[src/rtl/sseg_pkg.sv]
// sseg_pkg: shared types and constants for the seven-segment scan path
package sseg_pkg;
  localparam int DIGITS = 4;
  typedef logic [1:0] digit_sel_t;
  typedef enum logic {IDLE, PEND} scan_state_t;
  localparam logic HEX = 1'b1;
  localparam logic DEC = 1'b0;
endpackage

[src/rtl/sseg_scan_ctrl_tick_gen.sv]
// tick_gen: free-running prescaler, cleared while disabled, pulses on its last count
//  clk, rst_n : clock, async active-low reset
//  en         : count enable; 0 clears the count on the next edge
//  tick       : high in the cycle the count is all-ones while enabled
module tick_gen #(
  parameter int W = 17
) (
  input  logic clk,
  input  logic rst_n,
  input  logic en,
  output logic tick
);
  logic [W-1:0] count;
  assign tick = en && &count;
  always_ff @(posedge clk or negedge rst_n)
    if (!rst_n) count <= '0;
    else count <= en ? count + 1'b1 : '0;
endmodule

[src/rtl/sseg_scan_ctrl.sv]
// sseg_scan_ctrl: digit scan sequencer with frame-aligned commit of display updates
//  clk, rst_n                      : clock, async active-low reset
//  enable                          : 1 = scanning, 0 = halted and blanked
//  upd_valid/upd_ready             : handshake for a new display value
//  upd_data/upd_hex_dec/upd_sign   : offered value, format, minus sign
//  digit_sel                       : digit being driven (0 = rightmost)
//  data/hex_dec/sign               : committed value, format, sign
//  blank                           : turn all anodes off
//  frame_tick                      : pulse when digit_sel has just wrapped to 0
module sseg_scan_ctrl
  import sseg_pkg::*;
#(
  parameter int DIV_BITS = 17,
  parameter int DATA_W   = 16
) (
  input  logic              clk,
  input  logic              rst_n,
  input  logic              enable,
  input  logic              upd_valid,
  output logic              upd_ready,
  input  logic [DATA_W-1:0] upd_data,
  input  logic              upd_hex_dec,
  input  logic              upd_sign,
  output logic [1:0]        digit_sel,
  output logic [DATA_W-1:0] data,
  output logic              hex_dec,
  output logic              sign,
  output logic              blank,
  output logic              frame_tick
);
  logic digit_tick, frame_end, p_hex, p_sign;
  logic [DATA_W-1:0] p_data;
  scan_state_t state;
  tick_gen #(.W(DIV_BITS)) u_tick (.clk(clk), .rst_n(rst_n), .en(enable), .tick(digit_tick));
  assign frame_end = digit_tick && digit_sel == digit_sel_t'(DIGITS - 1);
  assign upd_ready = state == IDLE;
  // Commit shares the 3->0 edge with frame_tick; a halted scan commits at once so nothing waits forever.
  always_ff @(posedge clk or negedge rst_n)
    if (!rst_n) begin
      state      <= IDLE;
      digit_sel  <= '0;
      data       <= '0;
      hex_dec    <= HEX;
      sign       <= 1'b0;
      blank      <= 1'b1;
      frame_tick <= 1'b0;
      p_data     <= '0;
      p_hex      <= HEX;
      p_sign     <= 1'b0;
    end else begin
      digit_sel  <= !enable ? '0 : digit_tick ? digit_sel + 1'b1 : digit_sel;
      frame_tick <= frame_end;
      blank      <= ~enable;
      if (state == IDLE) begin
        if (upd_valid) begin
          p_data <= upd_data;
          p_hex  <= upd_hex_dec;
          p_sign <= upd_sign;
          state  <= PEND;
        end
      end else if (frame_end || !enable) begin
        data    <= p_data;
        hex_dec <= p_hex;
        sign    <= p_sign;
        state   <= IDLE;
      end
    end
endmodule

[config.mk]
export PLATFORM = sky130hd
export DESIGN_NAME = sseg_scan_ctrl
export DESIGN_NICKNAME = d
export VERILOG_FILES = /design/src/rtl/sseg_pkg.sv /design/src/rtl/sseg_scan_ctrl_tick_gen.sv /design/src/rtl/sseg_scan_ctrl.sv
export SDC_FILE = /design/constraint.sdc
export NUM_CORES = 1
export LEC_CHECK = 0
export ABC_AREA = 1
export CORE_ASPECT_RATIO = 0.75
export CORE_MARGIN = 4
export CORE_UTILIZATION = 42
export CTS_BUF_LIST = sky130_fd_sc_hd__clkbuf_8
export DETAILED_ROUTE_END_ITERATION = 6
export PLACE_DENSITY = 0.66
export SETUP_SLACK_MARGIN = 0.1
export SLEW_MARGIN = 15
export SYNTH_ARGS = -nofsm -noshare
export SYNTH_HDL_FRONTEND = slang
export SYNTH_HIERARCHICAL = 1
export SYNTH_SLANG_ARGS = --single-unit
[constraint.sdc]
create_clock -name clk -period 3.1 [get_ports clk]
set_input_delay 0.31 -clock clk [delete_from_list [all_inputs] [get_ports clk]]
set_output_delay 0.31 -clock clk [all_outputs]
set_load 0.005 [all_outputs]
### After elaboration in Yosys (flattened, before gate mapping)

Cells that the tools add are included.

* bits in registers: 58
* output and inout bits: 23
* input bits: 22

* mux-type cells: 6
* add/subtract/negate cells: 2
* reductions and logical operators: 7
* equality and inequality tests: 2
* bitwise operators: 2

Operators with widths (count)
* $add 17x1->17 const B: 1
* $mux 17: 1
* $reduce_and 17->1: 1
* $mux 2: 2
* $reduce_and 2->1: 2
* $mux 1: 3
* $add 2x1->2 const B: 1
* $eq 2x2->1 const B: 1
* $logic_and 1x1->1: 2
* $ne 2x1->1 const B: 1
* $not 1->1: 2
* $logic_not 1->1: 1
* $logic_or 1x1->1: 1

### Logic depth before layout (Yosys ltp)

* word-level depth: 6
* mapped depth: 16

### Hierarchy

Netlist, hierarchy kept.

Modules (own cells, without submodules)
* sseg_scan_ctrl: seq. area each 1029.7 um2, area an instance 1640.3 um2, instances 1, cells each 173
* tick_gen: seq. area each 425.4 um2, area an instance 917.1 um2, instances 1, cells each 129

### Worst setup path before layout

Ideal clock, no wire load.

* kind: flip-flop to flip-flop
* from: register u_tick.count[0]
* to: register data[10]
* period minus slack after synthesis: 1917 ps
* data arrival time: 1800 ps
* path buffers: 1
* cell stages (with the launch flop): 17
* path slack: 1183 ps
* library setup time: 116 ps
* cell sequence: dfrtp_1 ha_1 nand2_2 nor2_4 nand2_2 inv_2 nand2_2 nor2_1 ha_1 nand2_1 inv_1 nand2_2 nand2_2 nand2_2 clkbuf_8 nand2_1 nand2_1

* cells in the longest elaborated chain, start to end: 5

Ends and longest elaborated chain
* start: declaration: line sseg_scan_ctrl_tick_gen.sv:13 `logic [W-1:0] count;`
* start signal: assignment: line sseg_scan_ctrl_tick_gen.sv:17 `else count <= en ? count + 1'b1 : '0;`
* $reduce_and 17->1: line sseg_scan_ctrl_tick_gen.sv:14 `assign tick = en && &count;`
* $logic_and 1x1->1: line sseg_scan_ctrl_tick_gen.sv:14
* via digit_tick: line sseg_scan_ctrl.sv:31 `logic digit_tick, frame_end, p_hex, p_sign;`
* $logic_and 1x1->1: line sseg_scan_ctrl.sv:35 `assign frame_end = digit_tick && digit_sel == digit_sel_t'(DIGITS - 1);`
* $logic_or 1x1->1: line sseg_scan_ctrl.sv:61 `end else if (frame_end || !enable) begin`
* $reduce_and 2->1 (no line)
* end signal: assignment: line sseg_scan_ctrl.sv:62 `data <= p_data;`
* end: declaration: line sseg_scan_ctrl.sv:25 `output logic [DATA_W-1:0] data,`

The timed path passes the listed nets, and every way through them passes these cells.
A chain may end at the register's enable or synchronous reset.

### Worst setup path in the final report

* from: register u_tick.count[0]
* to: register data[8]

The elaborated chain is that of the path after synthesis.

==> flow_summary.ini <==
[outcome]
status = completed

[synthesis]
ys_ff_latch = 58
mappedNetlistArea_sq_um = 2557
synth.most_common_cell = nand2_1
synthAdderAreaFrac_pct = 1.468
yosys.area.top_type_share_pct = 53.82
syn_nets = 327
yosysWarnings = 6
synth_edf_count = 0
synth-seq-area-share_pct = 56.90
ys_top_cells_by_count = nand2_1, dfrtp_1, nand3_1
yosysTopAreaCell = dfrtp_1
synthFlopType = dfrtp_1
synth_simple_gate_area_share_pct = 31.16
synthXorXnorAreaFrac_pct = 0.6849
syn_area_per_cell_sq_um = 8.468
synthMuxAreaShare_pct = 0
synth_top_family_by_area = simple AND/OR/NAND/NOR gates
synth.distinct_cells = 22
synth_compound_area_share_pct = 2.935
async_flop_share_pct = 100.0
netlist_instances = 302
netlist_top_cells_area = dfrtp_1, nand2_1, nand3_1

[timing]
slew_headroom_pct = 55.87
period_share_pct = 77.89
grt_setup_unrepaired = no
final.setup.tns_ps = 0
slew_viol_final = 0
whs_ps = 473.4
fmax_mhz = 414.2
setup_slack_ps = 685.5
setup_viol = 0
clock-skew-final_ps = 8.502
fin_crit_ps = 2415
hold_viol_final = 0
tightestPinTransition_ps = 659.9

[power]
peakVddDrop_mv = 0.2741
power_density_nw_per_um2 = 601.3
finalPower_mw = 1.936
p_leak_nw = 1.644

[global_routing]
antenna_found_initial = 0
grt_pass1_wl_um = 8970
overflow = 0
grt_pass1_vias = 1893
track_usage_pct = 15.67
grt_start_max_net_pins = 26

[min_path]
min_path_type = flip-flop to flip-flop
worstHoldEndpoint = hex_dec
min_path_cells = 2
hp-start = hex_dec

[finish]
fin_util_pct = 54.98
drive_gt1_share_pct = 9.551
area_delta_synth_final_pct = 25.88
instances_no_fill = 434
design_area_sq_um = 3219
antenna_cells = 0
fin_nets = 376

[critical_path]
slowest_delay_ps = 380
reg2regPathDepth = 15
timing.rr.end = data[8]
worstPathMaxFanout = 20
worstPathRequired_ps = 3310
arrival_ps = 2630
critPathLaunchType = flip-flop
crit_chain = ha_1 > nand2_2 > nor2_4 > nand2_2 > inv_2 > nand2_2 > nor2_1 > ha_1 > nand2_1 > inv_1 > nand2_2 > nand2_2 > nand2_2 > nand2_1 > nand2_1
r2r_slack_ps = 690
crit_family = simple AND/OR/NAND/NOR gates
slowest_stage = dfrtp_1
cp-end-kind = flip-flop
cpMostUsedCell = nand2_2
cp.buffers_inverters = 2
critPathKind = flip-flop to flip-flop
r2r_start = u_tick/count[0]

[placement]
hpwl_um = 3808
post-place-cells = 417
pre_cts_slack_ps = 680.6
gp_congestion = 0.8211
io_buffers = 44
postPlaceCellArea_sq_um = 3035

[clock_network]
clk_path_buf_depth = 2
htree_levels = 3
insertion_delay_ps = 330
cts_root_buf = clkbuf_8
tritoncts = yes
cts.reportedPaths.clkPinSlew_ps = 60
cts_buffers = 9
clkSinkCount = 58

[floorplan]
rows = 24
design.core.area_sq_um = 5856
die_height_um = 75.58
die_area_sq_um = 7415
initial_core_util_pct = 43.68
die_w_um = 98.11
ios = 45

[drt]
drt-initial-drc-count = 103
totalWireLength_um = 5265
vias = 2002
drtPass1Iterations = 4
route.detailed.drc = 0
via_per_inst = 4.613
ant_nets = 0
avgRoutedWirePerCell_um = 12.13

[run]
drv_cap = 0
## timing repair
item / 4_1_cts / 5_1_grt
hold buffers: 1 / 0
resized for setup: 0 / 0
buffers inserted: 0 / 0
hold endpoints to repair: 23 / 0
## state kept, by name (all words and copies together) (netlist names), 2 cells and up
| name | flops |
|---|---|
| digit_sel | 2 |
| u_tick/count | 17 |
| p_data | 16 |
| data | 16 |
## worst max-delay path by stage
stage	slack (ps)	end	startpoint	depth (start not counted)
floorplan	1180	data[10]	u_tick/count[0]	16
global placement	760	data[15]	u_tick/count[0]	15
detailed placement	680	data[12]	u_tick/count[0]	15
CTS	660	data[8]	u_tick/count[0]	15
global route	390	data[9]	u_tick/count[0]	15
finish	690	data[8]	u_tick/count[0]	15
## layer usage
metal	wire (um)	share of wire, %	GRT usage, %	up-vias
li1	-	-	-	1036
met1	2763	52	22.27	913
met2	2179	41	22.25	49
met3	283	5.4	5.672	4
met4	39	0.74	5.530	0
met5	0	0	0	-
## area by class of cell
cell class                 count  area [sq um]
clock buffer                  11         151.4
sequential                    58          1455
fill                         567          2636
multi-input combinational    209         927.1
inverter                      24         90.09
tap                           78         97.59
clock inverter                 5         22.52
timing repair buffer          49         475.5
## power breakdown
group / internal, mW / leakage (nW) / switching, mW / total, mW
Sequential: 0.887 / 0.747 / 0.0921 / 0.979
Clock: 0.323 / 0.101 / 0.273 / 0.596
Combinational: 0.206 / 0.795 / 0.155 / 0.360
## worst reg2reg max path, stage by stage (launching register included)
cell and delay, ps:
dfrtp_1 380, ha_1 190, nand2_2 90, nor2_4 130, nand2_2 90, inv_2 70
nand2_2 50, nor2_1 90, ha_1 140, nand2_1 50, inv_1 130, nand2_2 90
nand2_2 300, nand2_2 300, nand2_1 160, nand2_1 60
## layout by cell type, fill, tap and decap left out
master	netlist	layout
a21oi_1	6	6
buf_2	6	1
buf_4	2	4
clkbuf_8	1	11
clkdlybuf4s50_1	0	43
clkinv_2	0	3
dfrtp_1	55	55
dfstp_2	3	3
dlygate4sd3_1	0	1
ha_1	3	3
inv_1	23	25
inv_2	1	1
nand2_1	109	109
nand2_2	8	8
nand3_1	40	40
nor2_1	29	29
nor2_2	2	2
nor2_4	1	1
nor3_1	1	1
o21ai_0	6	6
o21bai_1	2	2
xnor2_1	1	1
xor2_1	1	1
## kinds of logic (layout without fill, tap and decap cells)
family,after synthesis,in the layout
fa+ha+maj,3,3
compound gates,14,14
flops,58,58
buf+inv,35,89
simple gates,190,190
xor+xnor,2,2
Power figures use the tool's default switching activity.
